<file path="src/rtl/sram_2p_march_bist_ctrl_if.sv">
// Port bundle between the March C- BIST controller and one port of the 512x8
// two-port SRAM macro: BIST drive, read-back data and run status.
interface sram_2p_march_bist_ctrl_if #(
  parameter int ADDR_WIDTH = 9,
  parameter int DATA_WIDTH = 8,
  parameter int CNT_WIDTH  = 8
);
  logic                  START;
  logic                  BIST_EN;
  logic                  BIST_MEN;
  logic                  BIST_WEN;
  logic                  BIST_REN;
  logic [ADDR_WIDTH-1:0] BIST_ADDR;
  logic [DATA_WIDTH-1:0] BIST_DIN;
  logic [DATA_WIDTH-1:0] BIST_BM;
  logic [DATA_WIDTH-1:0] BIST_DOUT;
  logic                  BUSY;
  logic                  DONE;
  logic                  FAIL;
  logic [ADDR_WIDTH-1:0] FAIL_ADDR;
  logic [CNT_WIDTH-1:0]  FAIL_CNT;

  modport master (
    input  START, BIST_DOUT,
    output BIST_EN, BIST_MEN, BIST_WEN, BIST_REN, BIST_ADDR, BIST_DIN, BIST_BM,
    output BUSY, DONE, FAIL, FAIL_ADDR, FAIL_CNT
  );

  modport slave (
    output START, BIST_DOUT,
    input  BIST_EN, BIST_MEN, BIST_WEN, BIST_REN, BIST_ADDR, BIST_DIN, BIST_BM,
    input  BUSY, DONE, FAIL, FAIL_ADDR, FAIL_CNT
  );
endinterface

</file>
<file path="src/rtl/sram_2p_march_bist_ctrl.sv">
// March C- BIST controller for one SRAM port: sequences w0/r0w1/r1w0/r0w1/r1w0/r0,
// compares read data two edges after each read and keeps pass/fail statistics.
module sram_2p_march_bist_ctrl #(
  parameter int ADDR_WIDTH = 9,
  parameter int DATA_WIDTH = 8,
  parameter int CNT_WIDTH  = 8
) (
  input  logic                         CLK,
  input  logic                         RST_N,
  sram_2p_march_bist_ctrl_if.master    bus
);

  typedef enum logic [3:0] {
    S_IDLE, S_M0, S_M1, S_M2, S_M3, S_M4, S_M5, S_DRAIN, S_DONE
  } state_t;

  localparam logic [ADDR_WIDTH-1:0] ADDR_TOP = '1;

  state_t                state_q, state_d;
  logic [ADDR_WIDTH-1:0] addr_q, addr_d;
  logic                  phase_q, phase_d;
  logic                  en_q, en_d;
  logic                  men_q, men_d;
  logic                  wen_q, wen_d;
  logic                  ren_q, ren_d;
  logic [DATA_WIDTH-1:0] din_q, din_d;
  logic [DATA_WIDTH-1:0] bm_q, bm_d;
  logic [DATA_WIDTH-1:0] exp_q, exp_d;
  logic                  busy_q, busy_d;
  logic                  done_q, done_d;
  logic                  s1_valid_q, s1_valid_d;
  logic [DATA_WIDTH-1:0] s1_exp_q, s1_exp_d;
  logic [ADDR_WIDTH-1:0] s1_addr_q, s1_addr_d;
  logic                  fail_q, fail_d;
  logic [ADDR_WIDTH-1:0] fail_addr_q, fail_addr_d;
  logic [CNT_WIDTH-1:0]  fail_cnt_q, fail_cnt_d;

  logic start_ok;
  logic in_march;
  logic is_read;
  logic wr_one;
  logic rd_one;
  logic mismatch;

  always_comb begin
    state_d  = state_q;
    addr_d   = addr_q;
    phase_d  = phase_q;
    start_ok = ((state_q == S_IDLE) || (state_q == S_DONE)) && bus.START;

    // phase_q=0 is the read half of a two-op element; the address moves after the write
    case (state_q)
      S_IDLE, S_DONE: begin
        if (bus.START) begin
          state_d = S_M0;
          addr_d  = '0;
          phase_d = 1'b0;
        end
      end
      S_M0: begin
        if (addr_q == ADDR_TOP) begin
          state_d = S_M1;
          addr_d  = '0;
        end else begin
          addr_d = addr_q + 1'b1;
        end
      end
      S_M1, S_M2: begin
        if (!phase_q) begin
          phase_d = 1'b1;
        end else begin
          phase_d = 1'b0;
          if (addr_q == ADDR_TOP) begin
            state_d = (state_q == S_M1) ? S_M2 : S_M3;
            addr_d  = (state_q == S_M1) ? '0 : ADDR_TOP;
          end else begin
            addr_d = addr_q + 1'b1;
          end
        end
      end
      S_M3, S_M4: begin
        if (!phase_q) begin
          phase_d = 1'b1;
        end else begin
          phase_d = 1'b0;
          if (addr_q == '0) begin
            state_d = (state_q == S_M3) ? S_M4 : S_M5;
            addr_d  = (state_q == S_M3) ? ADDR_TOP : '0;
          end else begin
            addr_d = addr_q - 1'b1;
          end
        end
      end
      S_M5: begin
        if (addr_q == ADDR_TOP) begin
          state_d = S_DRAIN;
          addr_d  = '0;
        end else begin
          addr_d = addr_q + 1'b1;
        end
      end
      S_DRAIN: state_d = S_DONE;
      default: state_d = S_IDLE;
    endcase

    in_march = state_d inside {S_M0, S_M1, S_M2, S_M3, S_M4, S_M5};
    is_read  = (state_d == S_M5) ||
               ((state_d inside {S_M1, S_M2, S_M3, S_M4}) && !phase_d);
    wr_one   = (state_d == S_M1) || (state_d == S_M3);
    rd_one   = (state_d == S_M2) || (state_d == S_M4);

    busy_d = in_march || (state_d == S_DRAIN);
    done_d = (state_d == S_DONE);
    en_d   = busy_d;
    bm_d   = busy_d ? '1 : '0;
    men_d  = in_march;
    ren_d  = in_march && is_read;
    wen_d  = in_march && !is_read;
    din_d  = (wen_d && wr_one) ? '1 : '0;
    exp_d  = rd_one ? '1 : '0;

    // Read issued last cycle: the macro returns its data on this edge, compared on the next
    s1_valid_d = ren_q;
    s1_exp_d   = exp_q;
    s1_addr_d  = addr_q;
    mismatch   = s1_valid_q && (bus.BIST_DOUT != s1_exp_q);

    fail_d      = fail_q;
    fail_addr_d = fail_addr_q;
    fail_cnt_d  = fail_cnt_q;
    if (start_ok) begin
      fail_d      = 1'b0;
      fail_addr_d = '0;
      fail_cnt_d  = '0;
    end else if (mismatch) begin
      fail_d = 1'b1;
      if (!fail_q) fail_addr_d = s1_addr_q;
      if (fail_cnt_q != '1) fail_cnt_d = fail_cnt_q + 1'b1;
    end
  end

  always_ff @(posedge CLK or negedge RST_N) begin
    if (!RST_N) begin
      state_q     <= S_IDLE;
      addr_q      <= '0;
      phase_q     <= 1'b0;
      en_q        <= 1'b0;
      men_q       <= 1'b0;
      wen_q       <= 1'b0;
      ren_q       <= 1'b0;
      din_q       <= '0;
      bm_q        <= '0;
      exp_q       <= '0;
      busy_q      <= 1'b0;
      done_q      <= 1'b0;
      s1_valid_q  <= 1'b0;
      s1_exp_q    <= '0;
      s1_addr_q   <= '0;
      fail_q      <= 1'b0;
      fail_addr_q <= '0;
      fail_cnt_q  <= '0;
    end else begin
      state_q     <= state_d;
      addr_q      <= addr_d;
      phase_q     <= phase_d;
      en_q        <= en_d;
      men_q       <= men_d;
      wen_q       <= wen_d;
      ren_q       <= ren_d;
      din_q       <= din_d;
      bm_q        <= bm_d;
      exp_q       <= exp_d;
      busy_q      <= busy_d;
      done_q      <= done_d;
      s1_valid_q  <= s1_valid_d;
      s1_exp_q    <= s1_exp_d;
      s1_addr_q   <= s1_addr_d;
      fail_q      <= fail_d;
      fail_addr_q <= fail_addr_d;
      fail_cnt_q  <= fail_cnt_d;
    end
  end

  assign bus.BIST_EN   = en_q;
  assign bus.BIST_MEN  = men_q;
  assign bus.BIST_WEN  = wen_q;
  assign bus.BIST_REN  = ren_q;
  assign bus.BIST_ADDR = addr_q;
  assign bus.BIST_DIN  = din_q;
  assign bus.BIST_BM   = bm_q;
  assign bus.BUSY      = busy_q;
  assign bus.DONE      = done_q;
  assign bus.FAIL      = fail_q;
  assign bus.FAIL_ADDR = fail_addr_q;
  assign bus.FAIL_CNT  = fail_cnt_q;

endmodule
</file>
<file path="src/flat_wrapper.sv">
// flat-port wrapper written by rule: the top's interface ports become plain ports
module sram_2p_march_bist_ctrl_flat 
#(
  parameter int ADDR_WIDTH = 9,
  parameter int DATA_WIDTH = 8,
  parameter int CNT_WIDTH  = 8
)
  (CLK, RST_N, bus_START, bus_BIST_DOUT, bus_BIST_EN, bus_BIST_MEN, bus_BIST_WEN, bus_BIST_REN, bus_BIST_ADDR, bus_BIST_DIN, bus_BIST_BM, bus_BUSY, bus_DONE, bus_FAIL, bus_FAIL_ADDR, bus_FAIL_CNT);
  sram_2p_march_bist_ctrl_if #(.ADDR_WIDTH(ADDR_WIDTH), .DATA_WIDTH(DATA_WIDTH), .CNT_WIDTH(CNT_WIDTH)) bus_i ();
  input  logic CLK;
  input  logic RST_N;
  input wire logic [$bits(bus_i.START)-1:0] bus_START;
  input wire logic [$bits(bus_i.BIST_DOUT)-1:0] bus_BIST_DOUT;
  output wire logic [$bits(bus_i.BIST_EN)-1:0] bus_BIST_EN;
  output wire logic [$bits(bus_i.BIST_MEN)-1:0] bus_BIST_MEN;
  output wire logic [$bits(bus_i.BIST_WEN)-1:0] bus_BIST_WEN;
  output wire logic [$bits(bus_i.BIST_REN)-1:0] bus_BIST_REN;
  output wire logic [$bits(bus_i.BIST_ADDR)-1:0] bus_BIST_ADDR;
  output wire logic [$bits(bus_i.BIST_DIN)-1:0] bus_BIST_DIN;
  output wire logic [$bits(bus_i.BIST_BM)-1:0] bus_BIST_BM;
  output wire logic [$bits(bus_i.BUSY)-1:0] bus_BUSY;
  output wire logic [$bits(bus_i.DONE)-1:0] bus_DONE;
  output wire logic [$bits(bus_i.FAIL)-1:0] bus_FAIL;
  output wire logic [$bits(bus_i.FAIL_ADDR)-1:0] bus_FAIL_ADDR;
  output wire logic [$bits(bus_i.FAIL_CNT)-1:0] bus_FAIL_CNT;
  assign bus_i.START = bus_START;
  assign bus_i.BIST_DOUT = bus_BIST_DOUT;
  assign bus_BIST_EN = bus_i.BIST_EN;
  assign bus_BIST_MEN = bus_i.BIST_MEN;
  assign bus_BIST_WEN = bus_i.BIST_WEN;
  assign bus_BIST_REN = bus_i.BIST_REN;
  assign bus_BIST_ADDR = bus_i.BIST_ADDR;
  assign bus_BIST_DIN = bus_i.BIST_DIN;
  assign bus_BIST_BM = bus_i.BIST_BM;
  assign bus_BUSY = bus_i.BUSY;
  assign bus_DONE = bus_i.DONE;
  assign bus_FAIL = bus_i.FAIL;
  assign bus_FAIL_ADDR = bus_i.FAIL_ADDR;
  assign bus_FAIL_CNT = bus_i.FAIL_CNT;
  sram_2p_march_bist_ctrl #(.ADDR_WIDTH(ADDR_WIDTH), .DATA_WIDTH(DATA_WIDTH), .CNT_WIDTH(CNT_WIDTH)) u_core (.CLK(CLK), .RST_N(RST_N), .bus(bus_i));
endmodule
</file>
<file path="config.mk">
export PLATFORM = sky130hd
export DESIGN_NAME = sram_2p_march_bist_ctrl_flat
export DESIGN_NICKNAME = d
export VERILOG_FILES = /design/src/rtl/sram_2p_march_bist_ctrl_if.sv /design/src/rtl/sram_2p_march_bist_ctrl.sv /design/src/flat_wrapper.sv
export SDC_FILE = /design/constraint.sdc
export NUM_CORES = 1
export LEC_CHECK = 0
export CORE_AREA = 10 10 90 124
export CTS_BUF_LIST = sky130_fd_sc_hd__clkbuf_4 sky130_fd_sc_hd__clkbuf_8
export DETAILED_ROUTE_END_ITERATION = 8
export DIE_AREA = 0 0 100 134
export HOLD_SLACK_MARGIN = 0.05
export SYNTH_ARGS = -nofsm -noshare
export SYNTH_HDL_FRONTEND = slang
export SYNTH_SLANG_ARGS = --single-unit
</file>
<file path="constraint.sdc">
create_clock -name CLK -period 6.3 [get_ports CLK]
set_input_delay 0.945 -clock CLK [delete_from_list [all_inputs] [get_ports CLK]]
set_output_delay 0.945 -clock CLK [all_outputs]
set_load 0.01 [all_outputs]
</file>
After elaboration in Yosys (flattened, before gate mapping) --
Cells that the tools add are included.
Cells by class: reduce and logical (&&, ||, !) cells 28, add/sub/neg operators 3, mux-type cells 33, eq/ne operators 23
Operators by type and width (number):
- two-way mux 9 bit | 11
- two-way mux 8 bit | 6
- one-hot mux 9 bit (4 select lines) | 1
- equality test 4 x 3 -> 1 bit (second input constant) | 8
- two-way mux 4 bit | 7
- one-hot mux 4 bit (6 select lines) | 1
- equality test 4 x 2 -> 1 bit (second input constant) | 4
- adder 9 x 1 -> 9 bit (second input constant) | 1
- equality test 9 bit (second input constant) | 1
- logical NOT 9 bit | 1
- subtractor 9 x 1 -> 9 bit (second input constant) | 1
- adder 8 x 1 -> 8 bit (second input constant) | 1
- equality test 4 x 1 -> 1 bit (second input constant) | 2
- equality test 4 bit (second input constant) | 2
- != test 8 bit | 1
- != test 8 bit (second input constant) | 1
- nonzero test 4 bit | 2
- OR reduction 2 bit | 4
- logical AND 1 bit | 6
- nonzero test 6 bit | 1
- logical OR 1 bit | 5
- logical NOT 4 bit | 1
- two-way mux 1 bit | 4
- != test 2 x 1 -> 1 bit (second input constant) | 2
- 9 further kinds | 13
Storage, ports and cells: register bits 79, input port bits 11

Logic depth before layout (Yosys ltp) --
depth after elaboration 13, gate-level depth with buffers 12, gate-level depth less buffers 11

Worst setup path before layout --
Ideal clock, no wire load.
path kind register to register, start point register u_core.addr_q[0], in the netlist u_core.bus.BIST_ADDR[0], end point register u_core.addr_q[1], in the netlist u_core.bus.BIST_ADDR[1], library setup time 0.079 ns, path slack 3.487 ns, data arrival time 2.734 ns, buffers on the path 1, data required time 6.221 ns, period minus slack after synthesis 2.813 ns, cell stages (with the launch flop) 10, cells stage by stage dfrtp_1 ha_1 nand3_1 nor2_1 and3_1 ha_1 clkbuf_1 a2111oi_0 a221oi_1 a21oi_1
On the way: word-level cells in the longest chain between the ends 4, elaborated cells between the ends (all ways) 10, classes of those cells add/sub (2); eq/ne (1); mux (6); reduce/logical (1)
Ends and longest elaborated chain:
- start, declared | RTL line sram_2p_march_bist_ctrl.sv:20 | logic [ADDR_WIDTH-1:0] addr_q, addr_d;
- start signal, assigned | RTL line sram_2p_march_bist_ctrl.sv:164 | addr_q <= addr_d;
- subtractor 9 x 1 -> 9 bit (tied with other cells) | RTL line sram_2p_march_bist_ctrl.sv:90 | addr_d = addr_q - 1'b1;
- two-way mux 9 bit (on tied branches) | RTL line sram_2p_march_bist_ctrl.sv:86, sram_2p_march_bist_ctrl.sv:73
- two-way mux 9 bit (on tied branches) | RTL line sram_2p_march_bist_ctrl.sv:82, sram_2p_march_bist_ctrl.sv:69
- one-hot mux 9 bit (4 select lines) (*) | RTL line sram_2p_march_bist_ctrl.sv:52 | case (state_q)
Every way passes the cells marked *; elsewhere a longest branch is shown, timed or not. The select of a mux whose other input is x is not followed. A chain may end at the register's enable or synchronous reset.

Worst setup path in the final report --
start point register u_core.addr_q[1], in the netlist u_core.bus.BIST_ADDR[1], end point register u_core.din_q[6], in the netlist u_core.bus.BIST_DIN[6]
On the way: word-level cells in the longest chain between the ends 12, elaborated cells between the ends (all ways) 24, classes of those cells eq/ne (7); mux (8); reduce/logical (9)
Ends and longest elaborated chain:
- equality test 9 bit or logical NOT 9 bit (tied branches)
- two-way mux 4 bit (on tied branches) | RTL line sram_2p_march_bist_ctrl.sv:73, sram_2p_march_bist_ctrl.sv:86
- two-way mux 4 bit (on tied branches) | RTL line sram_2p_march_bist_ctrl.sv:69, sram_2p_march_bist_ctrl.sv:82
- one-hot mux 4 bit (6 select lines) (*) | RTL line sram_2p_march_bist_ctrl.sv:52
- via u_core.state_d[2] | RTL line sram_2p_march_bist_ctrl.sv:19 | state_t state_q, state_d;
- equality test 4 x 2 -> 1 bit (tied with other cells) | RTL line sram_2p_march_bist_ctrl.sv:106, sram_2p_march_bist_ctrl.sv:108, sram_2p_march_bist_ctrl.sv:109
- nonzero test 4 bit | RTL line sram_2p_march_bist_ctrl.sv:108 | ((state_d inside {S_M1, S_M2, S_M3, S_M4}) && !phase_d);
- logical AND 1 bit | RTL line sram_2p_march_bist_ctrl.sv:108
- logical OR 1 bit | RTL line sram_2p_march_bist_ctrl.sv:107 | is_read = (state_d == S_M5) ||
- logical NOT 1 bit | RTL line sram_2p_march_bist_ctrl.sv:118 | wen_d = in_march && !is_read;
- logical AND 1 bit | RTL line sram_2p_march_bist_ctrl.sv:118
- logical AND 1 bit (*) | RTL line sram_2p_march_bist_ctrl.sv:119 | din_d = (wen_d && wr_one) ? '1 : '0;
- two-way mux 8 bit (*) | RTL line sram_2p_march_bist_ctrl.sv:119
- end signal, assigned | RTL line sram_2p_march_bist_ctrl.sv:170 | din_q <= din_d;
- end, declared | RTL line sram_2p_march_bist_ctrl.sv:26 | logic [DATA_WIDTH-1:0] din_q, din_d;
The timed path passes the listed nets; every way through them passes the cells marked *.

==> impl_metrics.py <==
metrics = {
    "sta": {
        "finalCriticalPeriod_ns": 3.19,
        "fin_ws_ns": 3.11,
        "rsz0062_at_grt": "false",
        "fin_crit_sh_pct": 50.7,
        "worst_pin_slew_ns": 0.936,
        "finalSetupViolCount": 0,
        "setup_tns_ns": 0,
        "slew_viol_final": 0,
        "slew_headroom_pct": 37.4,
        "hold_violations": 0,
        "finClkSkew_ns": 0.00647,
        "fmax_mhz": 313,
    },
    "critical_path": {
        "r2r_end": "u_core.bus.BIST_DIN[6]",
        "crit_chain": "ha_1 -> nand3_1 -> nor2_1 -> and3_1 -> ha_1 -> inv_1 -> or3_1 -> a21oi_1 -> xnor2_1 -> nor3_1",
        "cp_slowest_stage_delay_ns": 0.53,
        "crit_top_cell": "ha_1",
        "cp.required_ns": 6.52,
        "regToRegSetupSlack_ns": 3.11,
        "r2r_start": "u_core.bus.BIST_ADDR[1]",
        "worstRegToRegCells": 10,
        "crit_path_end": "u_core.bus.BIST_DIN[6]",
        "crit_family": "simple AND/OR/NAND/NOR gates",
        "arrival_ns": 3.42,
        "path_buf_inv": 1,
        "worstSetupEndpointType": "flop",
        "start_kind": "flop",
        "worst-path-max-fanout": 12,
        "crit_cells": 10,
        "cp-startpoint": "u_core.bus.BIST_ADDR[1]",
        "cp_slowest_cell": "dfrtp_1",
        "worstSetupPathType": "flop to flop",
    },
    "power": {
        "p_per_area_mw_per_mm2": 377,
        "p_leak_nw": 1.44,
        "ir_drop_v": 0.000167,
    },
    "final_layout": {
        "final_cell_mix": "clkdlybuf4s50_1 (58), dfrtp_1 (50), a21oi_1 (31)",
        "fillCellCount": 921,
        "layout-drive-gt1-share_pct": 7.16,
        "final_common_cell": "clkdlybuf4s50_1",
        "nets": 364,
        "diodes": 0,
        "synthToLayoutAreaGrowth_pct": 21.7,
    },
    "logic_synthesis": {
        "yosysSeqAreaShare_pct": 43.5,
        "ys_seq_elements": 50,
        "yosysTopAreaCell": "dfrtp_1",
        "avgSynthCellArea_sq_um": 9.12,
        "async_reset_ff_share_pct": 100,
        "synth.distinct_cells": 57,
        "yosys_warnings": 0,
        "yosys_most_used_dff": "dfrtp_1",
        "yosysTopAreaCellShare_pct": 43.5,
        "netlist_area_sq_mm": 0.00287,
        "synthTopCellsByArea": "dfrtp_1 (44%), a21oi_1 (5.4%), buf_4 (4.7%), o21ai_0 (3.3%), nand3_1 (3.1%)",
        "synth_edf_count": 0,
        "syn_nets": 331,
        "post_synth_inst_count": 315,
    },
    "route": {
        "vias": 2381,
        "finalWirelength_um": 7070,
        "via_per_inst": 5.22,
        "ant_nets": 0,
        "drtPass1Iterations": 4,
        "wl_per_cell_um": 15.5,
        "drcViolationCount": 0,
        "drt_iter0_drc": 135,
    },
    "place": {
        "dpl_worst_slack_ns": 3.05,
        "dpl.hpwl_um": 5090,
        "portBuffers": 59,
        "gp_congestion": 0.808,
    },
    "global_routing": {
        "busiest_layer": "met2",
        "gr-usage-met3_pct": 2.26,
        "grt_usage_pct": 10.5,
        "grt_antenna_before_repair": 0,
        "gr-total-overflow": 0,
        "use_met2_pct": 19.4,
        "grt_max_degree": 51,
        "grt_pass1_vias": 2363,
        "grtUsageMet1_pct": 10.9,
        "grt_pass1_wl_um": 11700,
    },
    "clocking": {
        "postCtsSetupBuffers": 0,
        "cts_max_path_buffers": 2,
        "clockRootBuffer": "clkbuf_8",
        "cts-resized-gates": 0,
        "cts.hold.buffers_added": 0,
        "cts_tree": "built",
        "h-tree-depth": 2,
        "clk_latency_ns": 0.31,
        "cts_buffers": 5,
        "path_clk_slew_ns": 0.09,
        "clkSinkCount": 50,
    },
    "die": {
        "rows": 41,
        "boundaryPins": 60,
        "design.die.area_sq_mm": 0.0134,
        "start_util_pct": 32.4,
        "die_w_um": 100,
        "coreArea_sq_mm": 0.00887,
        "die-height_um": 134,
    },
    "flow_run": {
        "maxCapViolations": 0,
    },
    "min_path": {
        "hold_path.class": "flop to flop",
    },
    "run_status": {
        "outcome": "finished, final reports clean",
    },
}
per-stage QoR:
stage | util [%] | cell area (sq um) | total power [mW] | hold WS [ns] | cells
6_report | 39.4 | 3500 | 1.32 | 0.357 | 456
2_1_floorplan | - | 2870 | 0.906 | 0.331 | 315
4_1_cts | 39.4 | 3500 | 1.34 | 0.360 | 456
3_3_place_gp | 38.3 | 3400 | 1.12 | 0.334 | 448
3_5_place_dp | 38.3 | 3400 | 1.13 | 0.354 | 448
5_1_grt | 39.4 | 3500 | 1.42 | 0.375 | 456
registers in the layout, indices dropped and copies added (netlist names):
name	count
u_core.bus.BIST_ADDR	9
u_core.bus.BIST_BM	1
u_core.bus.BIST_DIN	1
u_core.bus.BIST_MEN	1
u_core.bus.BIST_REN	1
u_core.bus.BIST_WEN	1
u_core.bus.DONE	1
u_core.bus.FAIL	1
u_core.bus.FAIL_ADDR	9
u_core.bus.FAIL_CNT	8
u_core.exp_q	1
u_core.phase_q	1
u_core.s1_addr_q	9
u_core.s1_exp_q	1
u_core.s1_valid_q	1
u_core.state_q	4
cells in the mapped netlist, drive strengths merged, types with 2 or more instances:
library cell / instances
o21bai: 2
a21oi: 32
a31oi: 5
buf: 24
ha: 5
dfrtp: 50
nand2b: 6
nor4: 4
nor2: 21
nand3: 18
o21a: 2
nand2: 24
nor2b: 3
a211oi: 4
a41o: 2
nand4: 2
nor3: 10
xor2: 8
xnor2: 7
o21ai: 19
and3: 8
o22ai: 2
or3: 4
or4: 4
clkbuf: 13
inv: 9
or3b: 3
nor4bb: 2
area by class of cell:
class	count	area, sq um	area share, %
Tap cell	107	134	3.83
Inverter	9	33.8	0.966
Clock buffer	6	82.6	2.36
Clock inverter	2	12.5	0.358
Sequential cell	50	1250	35.8
Timing Repair Buffer	63	616	17.6
Multi-Input combinational cell	219	1370	39.1
per-layer routing:
metal  vias up  routed length (um)
met4         0                 140
met2        33                3880
met5         -                   0
met1      1162                2790
li1       1179                   -
met3         7                 269
worst register-to-register path, delay by kind of cell (launching register included):
family	cells	cell delay [ns]
fa+ha+maj	2	0.68
buf+inv	1	0.15
xor+xnor	1	0.17
flops	1	0.53
simple gates	5	1.11
compound gates	1	0.47
cells by family (layout without fill, tap and decap cells):
kind of cell             Yosys count  after routing  synth area share, %
adder cells (fa/ha/maj)            5              5                 2.18
buffers and inverters             46             80                 8.84
multiplexers                       2              2                0.740
AND/OR/NAND/NOR                  114            114                 21.6
AO/OA/AOI/OAI                     83             83                 18.5
flip-flops                        50             50                 43.5
XOR/XNOR                          15             15                 4.57
report_power, final:
part | total [mW] | leakage [nW] | internal, mW | switching, mW
Clock | 0.197 | 0.0472 | 0.0884 | 0.109
Combinational | 0.556 | 0.756 | 0.293 | 0.263
Sequential | 0.565 | 0.641 | 0.424 | 0.141
Total | 1.32 | 1.44 | 0.806 | 0.513
worst min path at each step:
stage / start / end / slack (ns) / cells past startpoint
finish: u_core.exp_q[6] / u_core.s1_exp_q[6] / 0.36 / 0
global route: u_core.exp_q[6] / u_core.s1_exp_q[6] / 0.37 / 0
CTS: u_core.exp_q[6] / u_core.s1_exp_q[6] / 0.36 / 0
detailed placement: u_core.exp_q[6] / u_core.s1_exp_q[6] / 0.35 / 0
global placement: u_core.exp_q[6] / u_core.s1_exp_q[6] / 0.33 / 0
floorplan: u_core.exp_q[6] / u_core.s1_exp_q[6] / 0.33 / 0
No activity file was read; power rests on OpenSTA's default activity.
